File: src/rtl/load_store_unit_pkg.sv
// Shared definitions for the load/store unit and the memory controller it drives.
package load_store_unit_pkg;

  localparam int BUS_WIDTH = 8;

  localparam logic [2:0] CMD_NONE  = 3'b000;
  localparam logic [2:0] CMD_WRITE = 3'b010;
  localparam logic [2:0] CMD_READ  = 3'b001;

  typedef enum logic [1:0] {
    IDLE,
    ISSUE,
    HOLD
  } lsu_state_t;

endpackage

File: src/rtl/load_store_unit_fifo.sv
// Request queue: registered storage, wrap-around pointers with one extra bit for full/empty.
module req_fifo #(
  parameter int WIDTH = 8,
  parameter int DEPTH = 4
) (
  input  logic                   clk,
  input  logic                   rst,
  input  logic                   i_push,
  input  logic [WIDTH-1:0]       i_data,
  input  logic                   i_pop,
  output logic [WIDTH-1:0]       o_data,
  output logic                   o_full,
  output logic                   o_empty,
  output logic [$clog2(DEPTH):0] o_count
);

  localparam int AW = $clog2(DEPTH);

  logic [WIDTH-1:0] r_mem [DEPTH];
  logic [AW:0]      r_wr_ptr;
  logic [AW:0]      r_rd_ptr;
  logic             w_push;
  logic             w_pop;

  assign w_push = i_push && !o_full;
  assign w_pop  = i_pop && !o_empty;

  always_ff @(posedge clk or posedge rst) begin
    if (rst) begin
      r_wr_ptr <= '0;
      r_rd_ptr <= '0;
    end else begin
      if (w_push) r_wr_ptr <= r_wr_ptr + (AW+1)'(1);
      if (w_pop)  r_rd_ptr <= r_rd_ptr + (AW+1)'(1);
    end
  end

  always_ff @(posedge clk) begin
    if (w_push) r_mem[r_wr_ptr[AW-1:0]] <= i_data;
  end

  assign o_data  = r_mem[r_rd_ptr[AW-1:0]];
  assign o_empty = (r_wr_ptr == r_rd_ptr);
  assign o_full  = (r_wr_ptr[AW] != r_rd_ptr[AW]) && (r_wr_ptr[AW-1:0] == r_rd_ptr[AW-1:0]);
  assign o_count = r_wr_ptr - r_rd_ptr;

endmodule

File: src/rtl/load_store_unit.sv
// Queues CPU load/store requests and issues them one at a time to memory_controller,
// returning load data or a store-done pulse tagged with the originating request.
module load_store_unit #(
  parameter int BUS_WIDTH  = load_store_unit_pkg::BUS_WIDTH,
  parameter int FIFO_DEPTH = 4,
  parameter int TAG_W      = 2
) (
  input  logic                        clk,
  input  logic                        rst,
  input  logic                        req_valid,
  output logic                        req_ready,
  input  logic                        req_write,
  input  logic [BUS_WIDTH-1:0]        req_addr,
  input  logic [BUS_WIDTH-1:0]        req_wdata,
  input  logic [TAG_W-1:0]            req_tag,
  output logic [2:0]                  mem_write_read,
  output logic [BUS_WIDTH-1:0]        mem_addr,
  output logic [BUS_WIDTH-1:0]        mem_wdata,
  input  logic [BUS_WIDTH-1:0]        mem_read_data,
  input  logic                        mem_busy,
  output logic                        rsp_valid,
  output logic [BUS_WIDTH-1:0]        rsp_data,
  output logic [TAG_W-1:0]            rsp_tag,
  output logic                        wr_done,
  output logic [$clog2(FIFO_DEPTH):0] pending,
  output logic                        proto_err
);

  import load_store_unit_pkg::*;

  localparam int CW = $clog2(FIFO_DEPTH) + 1;

  typedef struct packed {
    logic                 write;
    logic [BUS_WIDTH-1:0] addr;
    logic [BUS_WIDTH-1:0] wdata;
    logic [TAG_W-1:0]     tag;
  } req_t;

  lsu_state_t r_state, w_next;
  req_t       w_in, w_head;
  logic       w_push, w_pop, w_full, w_empty;
  logic [CW-1:0] w_count;
  logic [2:0] w_cmd;

  logic                 r_rsp_valid, r_wr_done, r_proto_err;
  logic [BUS_WIDTH-1:0] r_rsp_data;
  logic [TAG_W-1:0]     r_rsp_tag;

  assign w_in   = '{write: req_write, addr: req_addr, wdata: req_wdata, tag: req_tag};
  assign w_push = req_valid && !w_full;

  req_fifo #(
    .WIDTH ($bits(req_t)),
    .DEPTH (FIFO_DEPTH)
  ) u_fifo (
    .clk     (clk),
    .rst     (rst),
    .i_push  (w_push),
    .i_data  (w_in),
    .i_pop   (w_pop),
    .o_data  (w_head),
    .o_full  (w_full),
    .o_empty (w_empty),
    .o_count (w_count)
  );

  always_ff @(posedge clk or posedge rst) begin
    if (rst) r_state <= IDLE;
    else     r_state <= w_next;
  end

  // IDLE looks at the incoming push so a request issues the cycle after it is accepted.
  always_comb begin
    w_next = r_state;
    w_cmd  = CMD_NONE;
    w_pop  = 1'b0;
    case (r_state)
      IDLE: begin
        if ((!w_empty || w_push) && !mem_busy) w_next = ISSUE;
      end
      ISSUE: begin
        w_cmd  = w_head.write ? CMD_WRITE : CMD_READ;
        w_next = HOLD;
      end
      HOLD: begin
        w_pop = 1'b1;
        if (mem_busy && ((w_count > CW'(1)) || w_push)) w_next = ISSUE;
        else                                            w_next = IDLE;
      end
      default: w_next = IDLE;
    endcase
  end

  always_ff @(posedge clk or posedge rst) begin
    if (rst) begin
      r_rsp_valid <= 1'b0;
      r_wr_done   <= 1'b0;
      r_rsp_data  <= '0;
      r_rsp_tag   <= '0;
      r_proto_err <= 1'b0;
    end else begin
      r_rsp_valid <= 1'b0;
      r_wr_done   <= 1'b0;
      if (r_state == HOLD) begin
        if (mem_busy) begin
          r_rsp_valid <= !w_head.write;
          r_wr_done   <= w_head.write;
          r_rsp_data  <= mem_read_data;
          r_rsp_tag   <= w_head.tag;
        end else begin
          r_proto_err <= 1'b1;
        end
      end
    end
  end

  assign req_ready      = !w_full;
  assign mem_write_read = w_cmd;
  assign mem_addr       = (r_state != IDLE) ? w_head.addr  : '0;
  assign mem_wdata      = (r_state != IDLE) ? w_head.wdata : '0;
  assign pending        = w_count;
  assign rsp_valid      = r_rsp_valid;
  assign wr_done        = r_wr_done;
  assign rsp_data       = r_rsp_data;
  assign rsp_tag        = r_rsp_tag;
  assign proto_err      = r_proto_err;

endmodule

File: config.mk
export PLATFORM = sky130hd
export DESIGN_NAME = load_store_unit
export DESIGN_NICKNAME = d
export VERILOG_FILES = /design/src/rtl/load_store_unit_pkg.sv /design/src/rtl/load_store_unit_fifo.sv /design/src/rtl/load_store_unit.sv
export SDC_FILE = /design/constraint.sdc
export NUM_CORES = 1
export LEC_CHECK = 0
export BUFFER_PORTS_ARGS = -buffer_cell sky130_fd_sc_hd__buf_4
export CAP_MARGIN = 20
export CORE_ASPECT_RATIO = 1.2
export CORE_MARGIN = 8
export CORE_UTILIZATION = 45
export CTS_BUF_LIST = sky130_fd_sc_hd__clkbuf_4
export CTS_CLUSTER_SIZE = 10
export DETAILED_ROUTE_END_ITERATION = 6
export HOLD_SLACK_MARGIN = 0.15
export PLACE_DENSITY = 0.72
export SLEW_MARGIN = 20
export SYNTH_ARGS = -nofsm -noshare
export SYNTH_HDL_FRONTEND = slang
export SYNTH_SLANG_ARGS = --single-unit
File: constraint.sdc
create_clock -name clk -period 3.36 [get_ports clk]
set_clock_uncertainty 0.05 [all_clocks]
set_input_delay 0.672 -clock clk [delete_from_list [all_inputs] [get_ports clk]]
set_output_delay 0.672 -clock clk [all_outputs]
set_load 0.05 [all_outputs]
== Yosys cells after proc, flatten, opt, wreduce, memory -nomap -nowiden ==
Memory sizes are Yosys's and may differ from the RTL's.
Cells that the tools add are included.
Widths: inputs -> output; s select.
Word-level totals
  register bits after elaboration: 21
  bits in writable memories: 76
  output and inout bits: 36
  memories kept: 1
Cells by class
  add/sub/neg operators: 3
  $lt $le $gt $ge: 1
  equal/unequal tests: 6
  mux-type cells: 14
  bitwise gates (word level): 1
  reduce and logical (&&, ||, !) cells: 16
Memory list
  u_fifo.r_mem: depth 4, width 19, rd ports 1, clocked after memory_dff 0, wr ports 1, line load_store_unit_fifo.sv:19  | logic [WIDTH-1:0] r_mem [DEPTH];
Operators by type and width (number)
  $mux 8: 2
  $mux 1: 8
  $add 3x1->3 const B: 2
  $logic_and 1x1->1: 6
  $mux 2: 3
  $pmux 2 s3: 1
  $logic_not 1->1: 4
  $reduce_and 2->1: 2
  $eq 3x3->1: 1
  $gt 3x1->1 const B: 1
  $sub 3x3->3: 1
  $eq 2x1->1 const B: 1
  $eq 2x2->1: 1
  $eq 2x2->1 const B: 1
  $logic_not 2->1: 1
  $logic_or 1x1->1: 2
  $ne 2x2->1 const B: 1
  $reduce_bool 2->1: 1
  $ne 1x1->1: 1
  $not 1->1: 1

== Depth between registers and ports, before layout ==
  depth after elaboration: 8
  mapped depth: 6

== Modules after synthesis ==
A second synthesis with hierarchy kept.
Unflattened totals
  cells, all modules: 206
  area total of the unflattened synthesis: 3942.5 µm²
By module, submodules not included
  req_fifo: instances 1, cells an instance 144, area each 3189.3 µm², seq. area each 2432.3 µm²
  load_store_unit: instances 1, cells an instance 62, area each 753.2 µm², seq. area each 375.4 µm²

== Least setup slack after synthesis ==
No wires, ideal clock.
  path kind: reg-to-reg
  start: register u_fifo.r_rd_ptr[1]
  end: memory u_fifo.r_mem[3][0] (netlist bit) (enable)
  arrival time: 2381 ps
  setup slack: 525 ps
  stages on the path, launching flop included: 6
  period minus slack after synthesis: 2835 ps
  path through: dfrtp_1 > clkbuf_1 > inv_1 > ha_1 > and2_2 > a21oi_1
Between the ends
  word-level cells in the longest chain between the ends: 7
RTL lines
  start, declared: line load_store_unit_fifo.sv:21  | logic [AW:0] r_rd_ptr;
  start signal, assigned: line load_store_unit_fifo.sv:34  | if (w_pop) r_rd_ptr <= r_rd_ptr + (AW+1)'(1);
  $eq 2x2->1 (*): line load_store_unit_fifo.sv:44  | assign o_full = (r_wr_ptr[AW] != r_rd_ptr[AW]) && (r_wr_ptr[AW-1:0] == r_rd_ptr[AW-1:0]);
  $logic_and 1x1->1 (*): line load_store_unit_fifo.sv:44
  $logic_not 1->1 (*): line load_store_unit_fifo.sv:25, load_store_unit.sv:51
  $logic_and 1x1->1: line load_store_unit.sv:51  | assign w_push = req_valid && !w_full;
  $logic_and 1x1->1 (*): line load_store_unit_fifo.sv:25  | assign w_push = i_push && !o_full;
  $mux 1 (*): line load_store_unit_fifo.sv:39  | if (w_push) r_mem[r_wr_ptr[AW-1:0]] <= i_data;
  $mux 1 (implied by the code) (*): line load_store_unit_fifo.sv:39
  end, declared: line load_store_unit_fifo.sv:19
Mark *: on every way between the ends. The rest lies on a longest branch, timed or not.

== Worst setup path after layout ==
  start: register u_fifo.r_wr_ptr[0]
  end: output port pending[2]
Between the ends
  word-level cells in the longest chain between the ends: 1
RTL lines
  start, declared: line load_store_unit_fifo.sv:20  | logic [AW:0] r_wr_ptr;
  start signal, assigned: line load_store_unit_fifo.sv:33  | if (w_push) r_wr_ptr <= r_wr_ptr + (AW+1)'(1);
  $sub 3x3->3: line load_store_unit_fifo.sv:45  | assign o_count = r_wr_ptr - r_rd_ptr;
  end, declared: line load_store_unit.sv:25  | output logic [$clog2(FIFO_DEPTH):0] pending,
Every way passes these cells.

==> flow_metrics.py <==
metrics = {
    "run_status": {
        "status": "finished, final reports clean",
    },
    "final_layout": {
        "nNetsFinal": 314,
        "diodes": 0,
        "drive_gt1_frac": 0.4321,
        "area_growth_pct": 20.08,
        "fillers": 681,
    },
    "placement": {
        "place_congestion": 0.7653,
        "dp_hpwl_um": 4552,
        "portBuffers": 65,
    },
    "floorplan": {
        "start_util": 0.4581,
        "coreArea_mm2": 0.008472,
        "row_count": 37,
        "dieWidth_um": 100.8,
        "io_pins": 67,
        "dieHeight_um": 117.7,
        "dieArea_mm2": 0.01187,
    },
    "logic_synthesis": {
        "synthFlopType": "edfxtp_1",
        "synth_edf_count": 76,
        "yosys_warnings": 0,
        "avgSynthCellArea_um2": 19.60,
        "ys_seq_elements": 97,
        "muxShareOfSynthArea": 0.1451,
        "synth_fa_ha_area_frac": 0.02772,
        "synthTopCellsByArea": "edfxtp_1 (59%), dfrtp_1 (14%), mux4_2 (11%)",
        "synthXorXnorAreaFrac": 0.01934,
        "synth_compound_area_frac": 0.01096,
        "synth_top_family_by_area": "multiplexers",
        "syn_nets": 237,
        "synth.most_common_cell": "edfxtp_1",
        "synthArstFlopShare": 0.2165,
        "yosysUniqueCellTypes": 33,
        "syn_inst": 198,
        "synth_commonest_cells": "edfxtp_1 (76), dfrtp_1 (21), nor2b_1 (20)",
        "synthSimpleGateAreaFrac": 0.05416,
        "netlist_area_mm2": 0.003881,
        "yosysSeqAreaShare": 0.7234,
        "synth_area_leader_cell": "edfxtp_1",
        "yosysTopAreaCellShare": 0.5880,
    },
    "global_route": {
        "gr-total-overflow": 0,
        "grt_pass1_wl_um": 11050,
        "grt_usage": 0.1211,
        "grt_pass1_vias": 2178,
        "grt_max_degree": 22,
        "antenna_found_initial": 0,
    },
    "critical_path": {
        "rr_endpoint": "u_fifo.r_mem[0][11]",
        "cpPeakStageDelay_ps": 420,
        "timing.reg2reg.setup_slack_ps": 720,
        "slowest_stage": "xor3_1",
        "reg2reg_depth": 7,
        "cp_cell_sequence": "inv_1 > ha_1 > fa_1 > xor3_1 > buf_4",
        "cp-endpoint": "pending[2]",
        "path_class": "flop to output pin",
        "arrival_ps": 2170,
        "cp-startpoint": "u_fifo.r_wr_ptr[0]",
        "cp_max_fo": 4,
        "endpoint_kind": "output pin",
        "crit_required_ps": 2640,
        "start_kind": "flop",
        "rr_startpoint": "u_fifo.r_rd_ptr[1]",
    },
    "clock_network": {
        "htreeDepth": 3,
        "clk_pin_slew_ps": 160,
        "clockBufferDepth": 2,
        "cts.sinks": 97,
        "cts-root-buf": "clkbuf_4",
        "cts_resized": 0,
        "tritoncts": "yes",
        "clk_latency_ps": 430,
        "cts_setup_buffers": 0,
        "hold_buffers": 0,
        "cts_buffers": 9,
    },
    "sta": {
        "rsz0062_at_grt": "no",
        "fin_crit_ps": 2891,
        "hold_ws_ps": 317.9,
        "max_freq_mhz": 345.9,
        "slew_headroom": 0.4767,
        "finalSetupViolations": 0,
        "period_share": 0.8605,
        "drv_slew": 0,
        "fin_setup_tns_ps": 0,
        "worst_pin_slew_ps": 784.1,
        "finalHoldViolCount": 0,
    },
    "route": {
        "dr_total_vias": 1992,
        "drc_errors": 0,
        "wire_per_inst_um": 17.00,
        "drt_first_iter_violations": 54,
        "drt-total-wl_um": 6750,
        "ant_nets": 0,
        "routed_via_density": 5.018,
        "dr.pass1.iters": 4,
    },
    "hold_path": {
        "min_path_type": "input port to async pin",
    },
    "job": {
        "maxCapViolCount": 0,
    },
}
worst max-delay path, delay by kind of cell (launching register included):
kind | cells | cell delay (ps)
adder cells (fa/ha/maj) | 2 | 610
buffers and inverters | 2 | 320
XOR/XNOR | 1 | 420
flip-flops | 1 | 410
layout by cell type, fill, tap and decap left out, drive strengths merged:
cell    synthesis  final
conb            1      1
a21boi          1      1
o21ai           1      1
a21o            1      1
buf             4     73
inv             7     12
nand2           3      3
xnor2           3      3
clkinv          0      2
nor2b          20     20
or3             2      2
nand4           1      1
fa              1      1
and2            6      6
clkbuf          3      9
a32o            1      1
edfxtp         76     76
mux2           12     12
a21oi           1      1
dfrtp          21     21
and3            1      1
nor2            1      1
xor2            2      2
ha              7      7
nor3            1      1
xor3            1      1
mux4           19     19
o211ai          1      1
logic make-up (layout without fill, tap and decap cells):
logic type               count (synthesis)  in the layout
flip-flops                              97             97
buffers and inverters                   14             96
XOR/XNOR                                 6              6
adder cells (fa/ha/maj)                  8              8
other                                    1              1
AO/OA/AOI/OAI                            6              6
multiplexers                            31             31
AND/OR/NAND/NOR                         35             35
state kept, by name, indices dropped and copies added (netlist names), 2 cells and up:
name             flops
r_state              2
rsp_data             8
rsp_tag              2
u_fifo.r_mem        76
u_fifo.r_rd_ptr      3
u_fifo.r_wr_ptr      3
layer usage:
metal  GRT usage  share of wire  vias to the layer above  wire, um
li1            -              -                      909         -
met4     0.06445          0.026                        0       176
met2      0.1946           0.48                       62      3271
met1      0.1467           0.42                     1005      2854
met5           0              0                        -         0
met3     0.02781          0.066                       16       447
metrics by stage:
stage / setup WS (ps) / util / instance area, um^2 / cells
floorplan: 525.1 / - / 3881 / 198
global placement: 792.8 / 0.5352 / 4534 / 381
detailed placement: 725.1 / 0.5352 / 4534 / 381
CTS: 418.5 / 0.5501 / 4661 / 397
global route: 315.2 / 0.5501 / 4661 / 397
finish: 468.8 / 0.5501 / 4661 / 397
worst min path at each step:
stage | start | slack [ps] | endpoint | cells past startpoint
detailed placement | proto_err | 400 | proto_err | 1
finish | rst | 320 | u_fifo.r_wr_ptr[1] | 2
CTS | rst | 330 | u_fifo.r_wr_ptr[1] | 2
global route | req_addr[4] | 350 | u_fifo.r_mem[2][14] | 1
floorplan | r_state[1] | 410 | r_state[1] | 1
global placement | proto_err | 400 | proto_err | 1
area by class of cell:
class                   instances  area (um^2)  share of cell area
clock buffers                   9        67.56             0.01450
repair buffers                 73        548.0              0.1176
flip-flops and latches         97         2808              0.6024
inverters                       7        26.28            0.005638
clock inverters                 7        58.81             0.01262
well taps                     117        146.4             0.03141
multi-input cells              87         1006              0.2158
Power is not shown: default switching activity piles up to over one toggle a cycle in this logic, so the estimate is an artifact.
